===== src/rtl/median9_filter_if.sv =====
// Sample-stream port bundle for the median9 filter: input sample, strobe/bypass
// controls from the external sequencer, and the result sample.
// Pure wiring, no latency; the filter has no backpressure, so every cycle counts.
interface median9_filter_if #(
    parameter int DATA_W = 8
);
    logic [DATA_W-1:0] DI;   // input sample
    logic              DSI;  // 1: DI into R0, 0: MCE min into R0
    logic              BYP;  // 1: R7 into R8, 0: MCE max into R8
    logic [DATA_W-1:0] DO;   // result, always equal to R8

    // Sequencer side: drives samples and controls, observes the result.
    modport master (
        output DI,
        output DSI,
        output BYP,
        input  DO
    );

    // Filter side: consumes samples and controls, drives the result.
    modport slave (
        input  DI,
        input  DSI,
        input  BYP,
        output DO
    );
endinterface


===== src/rtl/median9_filter.sv =====
// Nine-register shift ring with one min/max compare element extracting a 9-sample median.
// Latency: 9 load cycles + 40 sequencer-controlled sort cycles; DO is a direct register output.
// No backpressure: every register shifts on every clock, all control comes from DSI/BYP.
module median9_filter #(
    parameter int DATA_W = 8
) (
    input  logic                CLK,
    input  logic                RST,
    median9_filter_if.slave     bus
);

    localparam int NREG = 9;

    // Ring state: r_q[0] is the entry point, r_q[8] is the result register.
    logic [DATA_W-1:0] r_q [NREG];
    logic [DATA_W-1:0] r_d [NREG];

    // Compare element outputs between the last two ring positions.
    logic [DATA_W-1:0] mce_max;
    logic [DATA_W-1:0] mce_min;

    // Unsigned min/max of R7 and R8; on a tie both outputs carry the common value.
    always_comb begin
        mce_max = r_q[8];
        mce_min = r_q[7];
        if (r_q[7] > r_q[8]) begin
            mce_max = r_q[7];
            mce_min = r_q[8];
        end
    end

    // Next-state of the ring: R0 takes the new sample or recirculates the min,
    // R1..R7 shift, R8 either keeps the running max or drops it in favour of R7.
    // DI is only looked at when DSI is high, so an unknown DI during sorting
    // never reaches the ring.
    always_comb begin
        for (int i = 0; i < NREG; i++) begin
            r_d[i] = r_q[i];
        end
        r_d[0] = bus.DSI ? bus.DI : mce_min;
        for (int i = 1; i < NREG - 1; i++) begin
            r_d[i] = r_q[i-1];
        end
        r_d[8] = bus.BYP ? r_q[7] : mce_max;
    end

    // Ring registers: asynchronous clear so DO drops to zero the moment RST rises.
    always_ff @(posedge CLK or posedge RST) begin
        if (RST) begin
            for (int i = 0; i < NREG; i++) begin
                r_q[i] <= '0;
            end
        end else begin
            for (int i = 0; i < NREG; i++) begin
                r_q[i] <= r_d[i];
            end
        end
    end

    assign bus.DO = r_q[8];

endmodule


===== src/flat_wrapper.sv =====
// flat-port wrapper written by rule: the top's interface ports become plain ports
module median9_filter_flat 
#(
    parameter int DATA_W = 8
)
  (CLK, RST, bus_DI, bus_DSI, bus_BYP, bus_DO);
  median9_filter_if #(.DATA_W(DATA_W)) bus_i ();
  input  logic CLK;
  input  logic RST;
  input wire logic [$bits(bus_i.DI)-1:0] bus_DI;
  input wire logic [$bits(bus_i.DSI)-1:0] bus_DSI;
  input wire logic [$bits(bus_i.BYP)-1:0] bus_BYP;
  output wire logic [$bits(bus_i.DO)-1:0] bus_DO;
  assign bus_i.DI = bus_DI;
  assign bus_i.DSI = bus_DSI;
  assign bus_i.BYP = bus_BYP;
  assign bus_DO = bus_i.DO;
  median9_filter #(.DATA_W(DATA_W)) u_core (.CLK(CLK), .RST(RST), .bus(bus_i));
endmodule

===== config.mk =====
export PLATFORM = sky130hd
export DESIGN_NAME = median9_filter_flat
export DESIGN_NICKNAME = d
export VERILOG_FILES = /design/src/rtl/median9_filter_if.sv /design/src/rtl/median9_filter.sv /design/src/flat_wrapper.sv
export SDC_FILE = /design/constraint.sdc
export NUM_CORES = 1
export LEC_CHECK = 0
export ABC_AREA = 1
export CAP_MARGIN = 15
export CORE_ASPECT_RATIO = 0.5
export CORE_MARGIN = 10
export CORE_UTILIZATION = 40
export CTS_CLUSTER_DIAMETER = 30
export DETAILED_ROUTE_END_ITERATION = 12
export SKIP_CTS_REPAIR_TIMING = 1
export SLEW_MARGIN = 25
export SYNTH_ARGS = -nofsm -noshare
export SYNTH_HDL_FRONTEND = slang
export SYNTH_SLANG_ARGS = --single-unit

===== constraint.sdc =====
create_clock -name CLK -period 2.7 [get_ports CLK]
set_input_delay 0.405 -clock CLK [delete_from_list [all_inputs] [get_ports CLK]]
set_output_delay 0.405 -clock CLK [all_outputs]
set_load 0.02 [all_outputs]

Word-level counts from Yosys, hierarchy flattened
Index checks and enable logic that the tools add are counted.
Word-level totals
  flip-flop bits (word level): 72
  ROM bits: 0
  input port bits: 12
  memories: 0
  logic and storage cells: 15
  output and inout bits: 8
  RAM bits: 0
  latch bits: 0
Operators by class
  multiply operators: 0
  divide/modulo/power cells: 0
  bitwise gates (word level): 0
  mux-type cells: 4
  shifts and indexed selects: 0
  equal/unequal tests: 0
  order comparisons: 1
  reduce and logical (&&, ||, !) cells: 1
  add/sub/neg operators: 0
Operator list (number)
  $mux 8: 4
  $gt 8x8->1: 1
  $reduce_bool 2->1: 1

Longest topological paths before layout
Gate-level depths: netlist of the first run.
  depth in word-level cells: 3
  gate-level depth with buffers: 14
  depth with buffers taken out: 13

Least setup slack after synthesis of the first run
No wires, ideal clock.
  path type: register to register
  start: register u_core.r_q, in the netlist u_core.bus.DO[7]
  end: register u_core.r_q, in the netlist u_core.bus.DO[7]
  slack: 0.876 ns
  setup time: 0.119 ns
  stages on the path, launching flop included: 11
  data arrival time: 1.705 ns
  cell sequence: dfrtp_1 > inv_1 > ha_1 > a21o_1 > nor2_2 > nand2_4 > nand2_4 > nand2_4 > buf_12 > nand2_2 > o21ai_2
Between the ends
  word-level cells in the longest chain between the ends: 2
Ends and longest elaborated chain
  from (decl): line median9_filter.sv:15  | logic [DATA_W-1:0] r_q [NREG];
  from (signal, indexed assignment): line median9_filter.sv:55  | r_q[i] <= r_d[i];
  $gt 8x8->1: line median9_filter.sv:26  | if (r_q[7] > r_q[8]) begin
  $reduce_bool 2->1 (no source line)
No other way between the ends.
A chain may end at the register's enable or synchronous reset.

Final worst setup path of the first run
  start: register u_core.r_q, in the netlist u_core.bus.DO[7]
  end: register u_core.r_q, in the netlist u_core.bus.DO[1]
Same word-level chain as after synthesis.

==> results of run 1 <==
-- power by group through the flow --
| stage | logic [mW] | registers (mW) | clock network, mW |
|---|---|---|---|
| floorplan | 0.880 | 1.85 | 0 |
| global placement | 1.23 | 1.84 | 0 |
| detailed placement | 1.25 | 1.85 | 0 |
| CTS | 1.25 | 1.85 | 1.21 |
| global route | 1.39 | 1.89 | 1.27 |
| finish | 1.24 | 1.84 | 1.17 |
-- critical path, delay by kind of cell, from the launching register on --
family,cells,cell delay (ps)
buffers and inverters,1,120
adder cells (fa/ha/maj),1,270
AND/OR/NAND/NOR,5,700
flip-flops,1,390
AO/OA/AOI/OAI,2,250
-- cell type report --
type | count | share of cell area, %
clock buffers | 10 | 7.99
clock inverters | 6 | 2.26
inverters | 22 | 2.76
multi-input cells | 82 | 16.8
flip-flops and latches | 72 | 60.3
well taps | 73 | 3.06
repair buffers | 21 | 6.86
-- Yosys cell counts (all sizes together) --
master / instances / area share (%)
nand4: 1 / 0.88
o21ai: 8 / 2.9
inv: 22 / 3.4
ha: 8 / 4.2
nor2: 3 / 0.88
clkbuf: 1 / 0.16
a21oi: 2 / 0.42
nand3: 16 / 3.3
a21o: 1 / 0.31
dfrtp: 72 / 75
buf: 1 / 0.83
nand2: 43 / 7.9
-- metal layers --
metal | GRT usage [%] | routed length (microns) | vias to the layer above | part of all wire [%]
met2 | 12.3 | 1680 | 22 | 42
met5 | 0 | 0 | - | 0
met4 | 5.57 | 60 | 0 | 1.5
met1 | 12.0 | 2030 | 623 | 51
met3 | 4.84 | 226 | 4 | 5.6
li1 | - | - | 614 | -
-- flip-flops by register name, indices dropped and copies added, names as in the netlist --
name	cells
u_core.r_d	56
u_core.bus.DO	8
u_core.r_q	8
-- logic make-up after synthesis --
logic type / count (synthesis)
adders and majority gates: 8
DFF: 72
buffers and inverters: 24
and+or+nand+nor: 63
AOI/OAI and AO/OA: 11
-- worst max-delay path by stage --
stage	from	to
CTS	u_core.bus.DO[7]	u_core.bus.DO[1]
floorplan	RST	u_core.bus.DO[0]
global route	u_core.bus.DO[5]	u_core.bus.DO[5]
detailed placement	u_core.bus.DO[7]	u_core.bus.DO[1]
global placement	u_core.bus.DO[7]	u_core.bus.DO[5]
finish	u_core.bus.DO[7]	u_core.bus.DO[1]
==> flow_summary.yaml, run 1 <==
run_status:
  status: "completed"
drt:
  dr.pass1.iters: 4
  vias: 1263
  drt-initial-drc-count: 57
  wl_per_cell_microns: 14.0
  drt-vias-per-instance: 4.42
  final_antenna_net_count: 0
  wl_microns: 4000
  drc: 0
yosys:
  synth_xor_area_share_pct: 0
  synth_fa_ha_area_share_pct: 4.15
  synthMuxAreaShare_pct: 0
  synthSimpleGateAreaFrac_pct: 13.0
  netlist_instances: 178
  syn-num-nets: 198
  synth.distinct_cells: 17
  synth_top_family_by_area: "simple AND/OR/NAND/NOR gates"
  yosysWarnings: 0
  ys_seq_elements: 72
  synth-compound-area-share_pct: 3.63
  ys_seq_area_share_pct: 74.8
  syn_avg_cell_area_sq_um: 13.5
  syn-cell-area_sq_um: 2410
global_route:
  antenna_found_initial: 0
  first_global_vias: 1280
  grt_start_max_net_pins: 29
  grt_pass1_wl_microns: 6530
  grt-ovfl-total: 0
  gr-usage-all-layers_pct: 9.36
clock_network:
  cts_root_buf: "clkbuf_16"
  htree_levels: 3
  cts_sinks: 72
  cts_inserted_buffers: 9
  path_clk_slew_ps: 60
  insertion_delay_ps: 330
  clockBufferDepth: 2
  cts_tree: "yes"
die:
  dieArea_sq_um: 9720
  die_h_microns: 74.9
  io_pins: 20
  initial_core_util_pct: 42.6
  rows: 19
  fp.coreArea_sq_um: 5660
  die_w_microns: 130
power:
  pwr-share-clk_pct: 27.6
  power.share.combinational_pct: 29.1
  power.switching_mw: 1.42
  internal_power_mw: 2.82
  p_per_area_nw_per_um2: 1420
  power.leakage_nw: 1.46
  finalPower_mw: 4.25
  swShare_pct: 33.5
  pwr-share-seq_pct: 43.3
  peakVddDrop_v: 0.000502
sta:
  finalSetupTns_ps: 0
  timing.final.crit_share_pct: 68.5
  rsz0062_at_grt: "false"
  hold_ws_ps: 344
  layout_min_cycle_time_ps: 1850
  setup_viol: 0
  finClkSkew_ps: 5.21
  worst_slack_ps: 851
  slew_viol_final: 0
  fmax_mhz: 541
  max_slew_margin_pct: 66.6
  finalHoldViolCount: 0
  worstMarginPinSlew_ps: 501
placed_design:
  hpwl_microns: 2760
  portBuffers: 19
  dp_cells: 270
  dpl_cell_area_sq_um: 2680
  pre_cts_ws_ps: 865
  gp_congestion: 0.846
finish:
  diodes: 0
  multi_input_area_sq_um: 502
  num-fill-cells: 476
  final_layout_size_suffix_gt1_share_pct: 17.4
  fin_cells: 286
  final_util_pct: 52.8
  final_common_cell: "dfrtp_1"
  syn2layout_area_growth_pct: 24.0
  final_area_sq_um: 2990
  layout.nets: 228
  final_cell_mix: "dfrtp_1, nand2_1, inv_1"
  regArea_sq_um: 1800
worst_hold_path:
  hold_depth: 0
  hold_class: "flip-flop to flip-flop"
  worstHoldStart: "u_core.r_d[33]"
  worstHoldEndpoint: "u_core.r_d[25]"
setup_path:
  crit_top_cell: "nand2_4"
  worstPathRequired_ps: 2910
  cp-end-kind: "flip-flop"
  slowest_delay_ps: 390
  ff2ff_path_depth: 9
  slowest_stage: "dfrtp_1"
  crit_arrival_ps: 2060
  crit_fanout: 16
  r2r-end: "u_core.bus.DO[1]"
  worstSetupPathType: "flip-flop to flip-flop"
  path_cells: "inv_1 -> ha_1 -> a21o_1 -> nor2_2 -> nand2_4 -> nand2_4 -> nand2_4 -> nand2_1 -> o21ai_2"
  r2r_slack_ps: 850
  cp-start-kind: "flip-flop"
  r2r_start: "u_core.bus.DO[7]"
flow_run:
  max_cap_violations: 0
Note: power is estimated with default switching activity, not from simulation.
==> run 2: changes to the inputs <==
==> constraint.sdc (replaced) <==
create_clock -name CLK -period 1.9 [get_ports CLK]
set_input_delay 0.285 -clock CLK [delete_from_list [all_inputs] [get_ports CLK]]
set_output_delay 0.285 -clock CLK [all_outputs]
set_load 0.02 [all_outputs]
==> run 2 against run 1 <==
First-iteration DRC count grew 42%. Critical path depth grew 3. Global-route usage shrank 0.40 points. Count of clock-buffer cells in the layout shrank 1. Critical endpoint unchanged. Power grew 41%. Clock skew is essentially flat. Largest cell class unchanged.
==> flow_summary.yaml, run 2 (synthesis gave the netlist of run 1 again) <==
clock_network:
  clockBufferDepth: 2
  cts_root_buf: "clkbuf_16"
  path_clk_slew_ps: 60
  insertion_delay_ps: 330
  htree_levels: 3
  cts_tree: "yes"
  cts_inserted_buffers: 9
  cts_sinks: 72
worst_hold_path:
  worstHoldEndpoint: "u_core.r_d[42]"
  hold_class: "flip-flop to flip-flop"
  worstHoldStart: "u_core.r_d[50]"
  hold_depth: 0
drt:
  dr.pass1.iters: 4
  vias: 1263
  drt-vias-per-instance: 4.42
  final_antenna_net_count: 0
  drc: 0
  wl_per_cell_microns: 13.1
  wl_microns: 3740
  drt-initial-drc-count: 81
die:
  dieArea_sq_um: 9720
  io_pins: 20
  die_w_microns: 130
  rows: 19
  die_h_microns: 74.9
  fp.coreArea_sq_um: 5660
  initial_core_util_pct: 42.6
sta:
  timing.final.crit_share_pct: 91.0
  finalHoldViolCount: 0
  finClkSkew_ps: 4.77
  slew_viol_final: 0
  max_slew_margin_pct: 76.7
  fmax_mhz: 578
  rsz0062_at_grt: "false"
  setup_viol: 0
  layout_min_cycle_time_ps: 1730
  finalSetupTns_ps: 0
  worstMarginPinSlew_ps: 349
setup_path:
  cp-start-kind: "flip-flop"
  path_cells: "inv_1 -> ha_1 -> nand2_1 -> inv_2 -> nand2_1 -> nand2_1 -> nand2_1 -> nand2_4 -> nand2_8 -> nand2_8 -> nand2_1 -> o21ai_2"
  crit_fanout: 16
  crit_arrival_ps: 1950
  slowest_stage: "dfrtp_1"
  crit_top_cell: "nand2_1"
  slowest_delay_ps: 380
  worstPathRequired_ps: 2120
  ff2ff_path_depth: 12
  r2r_slack_ps: 170
  r2r-end: "u_core.bus.DO[1]"
  cp-end-kind: "flip-flop"
  r2r_start: "u_core.bus.DO[3]"
  worstSetupPathType: "flip-flop to flip-flop"
placed_design:
  gp_congestion: 0.856
  hpwl_microns: 2430
  portBuffers: 19
  dpl_cell_area_sq_um: 2700
  dp_cells: 270
global_route:
  top_usage_layer: "met2"
  grt_use_met3_pct: 4.98
  grt-ovfl-total: 0
  grt_pass1_wl_microns: 6470
  grt_start_max_net_pins: 73
  antenna_found_initial: 0
  grt_use_met2_pct: 12.5
  first_global_vias: 1297
  use_met1_pct: 11.0
  gr-usage-all-layers_pct: 8.97
finish:
  layout.nets: 228
  final_layout_size_suffix_gt1_share_pct: 17.4
  diodes: 0
  fin_cells: 286
  final_cell_mix: "dfrtp_1, nand2_1, inv_1"
  num-fill-cells: 466
  syn2layout_area_growth_pct: 24.7
  largest_reg_flops: 56
  final_area_sq_um: 3010
  final_common_cell: "dfrtp_1"
power:
  p_per_area_nw_per_um2: 1990
  power.leakage_nw: 1.45
  finalPower_mw: 5.98
  peakVddDrop_v: 0.000769
run_status:
  status: "completed"
flow_run:
  max_cap_violations: 0
run 2: cell count changes in the layout (fill, tap and decap cells not counted), sizes merged:
cell	change
bufinv	-1
clkinvlp	+1
inv	+2
clkbuf	-1
clkinv	-1
run 2: final cells by class:
type / count / area [sq um] / area share, %
multi-input combinational: 82 / 519 / 17.3
inverter: 22 / 86.3 / 2.87
sequential: 72 / 1800 / 60.0
timing repair buffer: 21 / 218 / 7.24
clock inverter: 7 / 63.8 / 2.12
clock buffer: 9 / 225 / 7.49
tap: 73 / 91.3 / 3.04
run 2: how the worst max path moves through the flow:
| stage | startpoint | endpoint | slack, ps |
|---|---|---|---|
| 3_3_place_gp | u_core.bus.DO[7] | u_core.bus.DO[6] | 110 |
| 2_1_floorplan | u_core.bus.DO[7] | u_core.bus.DO[7] | 80 |
| 6_report | u_core.bus.DO[3] | u_core.bus.DO[1] | 170 |
| 5_1_grt | u_core.bus.DO[7] | u_core.bus.DO[3] | 10 |
| 3_5_place_dp | u_core.bus.DO[7] | u_core.bus.DO[1] | 100 |
| 4_1_cts | u_core.bus.DO[7] | u_core.bus.DO[1] | 90 |
run 2: power by group:
group          switching, mW  internal [mW]  leakage, nW  total [mW]
clock network          0.670          0.911        0.136        1.58
registers              0.284           2.31        0.865        2.59
logic                   1.12          0.685        0.449        1.80
total                   2.07           3.90         1.45        5.98
run 2: critical path: cells and delay by family (launching register included):
kind                       cells  cell delay, ps
DFF                            1             380
buffers and inverters          2             180
and+or+nand+nor                8             740
adders and majority gates      1             270
AOI/OAI and AO/OA              1              50
run 2: per-layer routing:
layer,wire length (microns),part of all wire (%)
met1,1800,48
met2,1660,44
met3,204,5.5
met4,72,1.9
met5,0,0
run 2: stage by stage:
step / worst slack [ps] / utilization (%) / hold slack (ps)
global route: 11.6 / 53.1 / 352
global placement: 107 / 47.7 / 332
floorplan: 76.1 / - / 331
CTS: 90.6 / 52.8 / 348
finish: 170 / 53.1 / 345
detailed placement: 102 / 47.7 / 335
==> run 3: changes to the inputs <==
--- a/config.mk
+++ b/config.mk
@@ -7,11 +7,11 @@
 export LEC_CHECK = 0
 export ABC_AREA = 1
 export CAP_MARGIN = 15
-export CORE_ASPECT_RATIO = 0.5
 export CORE_MARGIN = 10
-export CORE_UTILIZATION = 40
+export CORE_UTILIZATION = 56
 export CTS_CLUSTER_DIAMETER = 30
 export DETAILED_ROUTE_END_ITERATION = 12
+export PLACE_DENSITY = 0.77
 export SKIP_CTS_REPAIR_TIMING = 1
 export SLEW_MARGIN = 25
 export SYNTH_ARGS = -nofsm -noshare
==> run 3 against run 2 <==
Core utilization rose by 18 points. Worst hold slack improved by 3.4 ps. Largest power group unchanged. Count of clock-buffer cells in the layout rose by 1. First-iteration DRC count rose by 44%. Sequential power barely moved. Critical path type unchanged. Cell area fell by 3.4%. Highest routed layer unchanged. Critical path depth fell by 3. Setup slack got worse by 82 ps. Clock skew rose by 2.3 ps. Routed wire length rose by 8.4%. Clock power fell by 20%. Sequential cell count did not move.
==> flow_summary.yaml, run 3 (synthesis gave the netlist of run 1 again) <==
placed_design:
  pre_cts_ws_ps: 25.9
  gp_congestion: 0.845
  dp_cells: 246
  hpwl_microns: 2730
  portBuffers: 19
worst_hold_path:
  hold_class: "flip-flop to flip-flop"
die:
  fp.coreArea_sq_um: 4090
  initial_core_util_pct: 59.0
  dieArea_sq_um: 7330
  io_pins: 20
  die_w_microns: 85.6
  die_h_microns: 85.6
  rows: 23
setup_path:
  crit_arrival_ps: 2040
  setup.worst_path.end: "u_core.bus.DO[6]"
  startpoint: "u_core.bus.DO[7]"
  cp-start-kind: "flip-flop"
  ff2ff_path_depth: 9
  crit_fanout: 16
  cp-end-kind: "flip-flop"
  r2r_start: "u_core.bus.DO[7]"
  r2r_slack_ps: 90
  worstPathRequired_ps: 2120
  r2r-end: "u_core.bus.DO[6]"
  worstSetupPathType: "flip-flop to flip-flop"
sta:
  worst_slack_ps: 87.8
  finalHoldViolCount: 0
  rsz0062_at_grt: "false"
  timing.final.crit_share_pct: 95.4
  fmax_mhz: 552
  worstMarginPinSlew_ps: 360
  layout_min_cycle_time_ps: 1810
  max_slew_margin_pct: 76.0
  hold_ws_ps: 348
  slew_viol_final: 0
  setup_viol: 0
  finClkSkew_ps: 7.06
power:
  peakVddDrop_v: 0.00121
  p_per_area_nw_per_um2: 1990
  power.leakage_nw: 1.42
  finalPower_mw: 5.78
clock_network:
  cts_tree: "yes"
  htree_levels: 3
  cts_inserted_buffers: 9
  clockBufferDepth: 2
  path_clk_slew_ps: 70
  cts_root_buf: "clkbuf_8"
  insertion_delay_ps: 340
  cts_sinks: 72
drt:
  vias: 1345
  final_antenna_net_count: 0
  drt-initial-drc-count: 117
  drc: 0
  wl_per_cell_microns: 15.4
  drt-vias-per-instance: 5.11
  wl_microns: 4060
  dr.pass1.iters: 4
finish:
  final_cell_mix: "dfrtp_1, nand2_1, clkdlybuf4s50_1"
  largest_reg_flops: 56
  syn2layout_area_growth_pct: 20.5
  final_util_pct: 71.1
  final_layout_size_suffix_gt1_share_pct: 17.8
  layout.nets: 229
  diodes: 0
  fin_cells: 263
  final_common_cell: "dfrtp_1"
global_route:
  antenna_found_initial: 0
  gr-usage-all-layers_pct: 12.3
  grt_pass1_wl_microns: 7000
  first_global_vias: 1462
  grt-ovfl-total: 0
  grt_start_max_net_pins: 73
run_status:
  status: "completed"
flow_run:
  max_cap_violations: 0
run 3: metrics by stage:
| step | TNS (ps) | instance area, sq um |
|---|---|---|
| 6_report | 0 | 2900 |
| 5_1_grt | 0 | 2900 |
| 4_1_cts | -8.50 | 2870 |
| 3_5_place_dp | 0 | 2660 |
| 3_3_place_gp | 0 | 2660 |
| 2_1_floorplan | 0 | 2410 |
run 3: final cells by class:
class,count,area [sq um]
clock buffers,10,128
multi-input cells,82,519
clock inverters,5,81.3
flip-flops and latches,72,1800
well taps,50,62.6
repair buffers,22,225
inverters,22,86.3
fillers,274,1180
run 3: power by group:
part / leakage [nW] / total, mW / switching (mW) / internal (mW)
registers: 0.865 / 2.61 / 0.305 / 2.31
clock network: 0.103 / 1.26 / 0.530 / 0.734
logic: 0.451 / 1.90 / 1.21 / 0.689
run 3: metal layers:
layer | vias to the layer above | part of all wire, % | track usage, %
li1 | 619 | - | -
met1 | 669 | 44 | 14.8
met2 | 46 | 47 | 18.3
met3 | 11 | 7.0 | 6.34
met4 | 0 | 2.3 | 5.09
met5 | - | 0 | 0
run 3: worst min path at each step:
| stage | to | cells after the start | slack [ps] | from |
|---|---|---|---|---|
| after floorplan | u_core.r_d[10] | 0 | 330 | u_core.r_d[18] |
| after global placement | u_core.r_d[27] | 0 | 330 | u_core.r_d[35] |
| after detailed placement | u_core.r_d[16] | 0 | 330 | u_core.r_d[24] |
| after CTS | u_core.r_d[19] | 0 | 350 | u_core.r_d[27] |
| after global routing | u_core.r_q[11] | 0 | 360 | u_core.r_d[11] |
| final | u_core.r_d[19] | 0 | 350 | u_core.r_d[27] |
run 3: worst max-delay path, cell delays in order (launching register included):
cell and delay [ps]:
dfrtp_1 380, inv_2 70, ha_1 330, a21o_1 200, nor2_2 170, nand2_4 130
nand2_8 120, nand2_8 120, nand2_1 110, o21ai_2 60
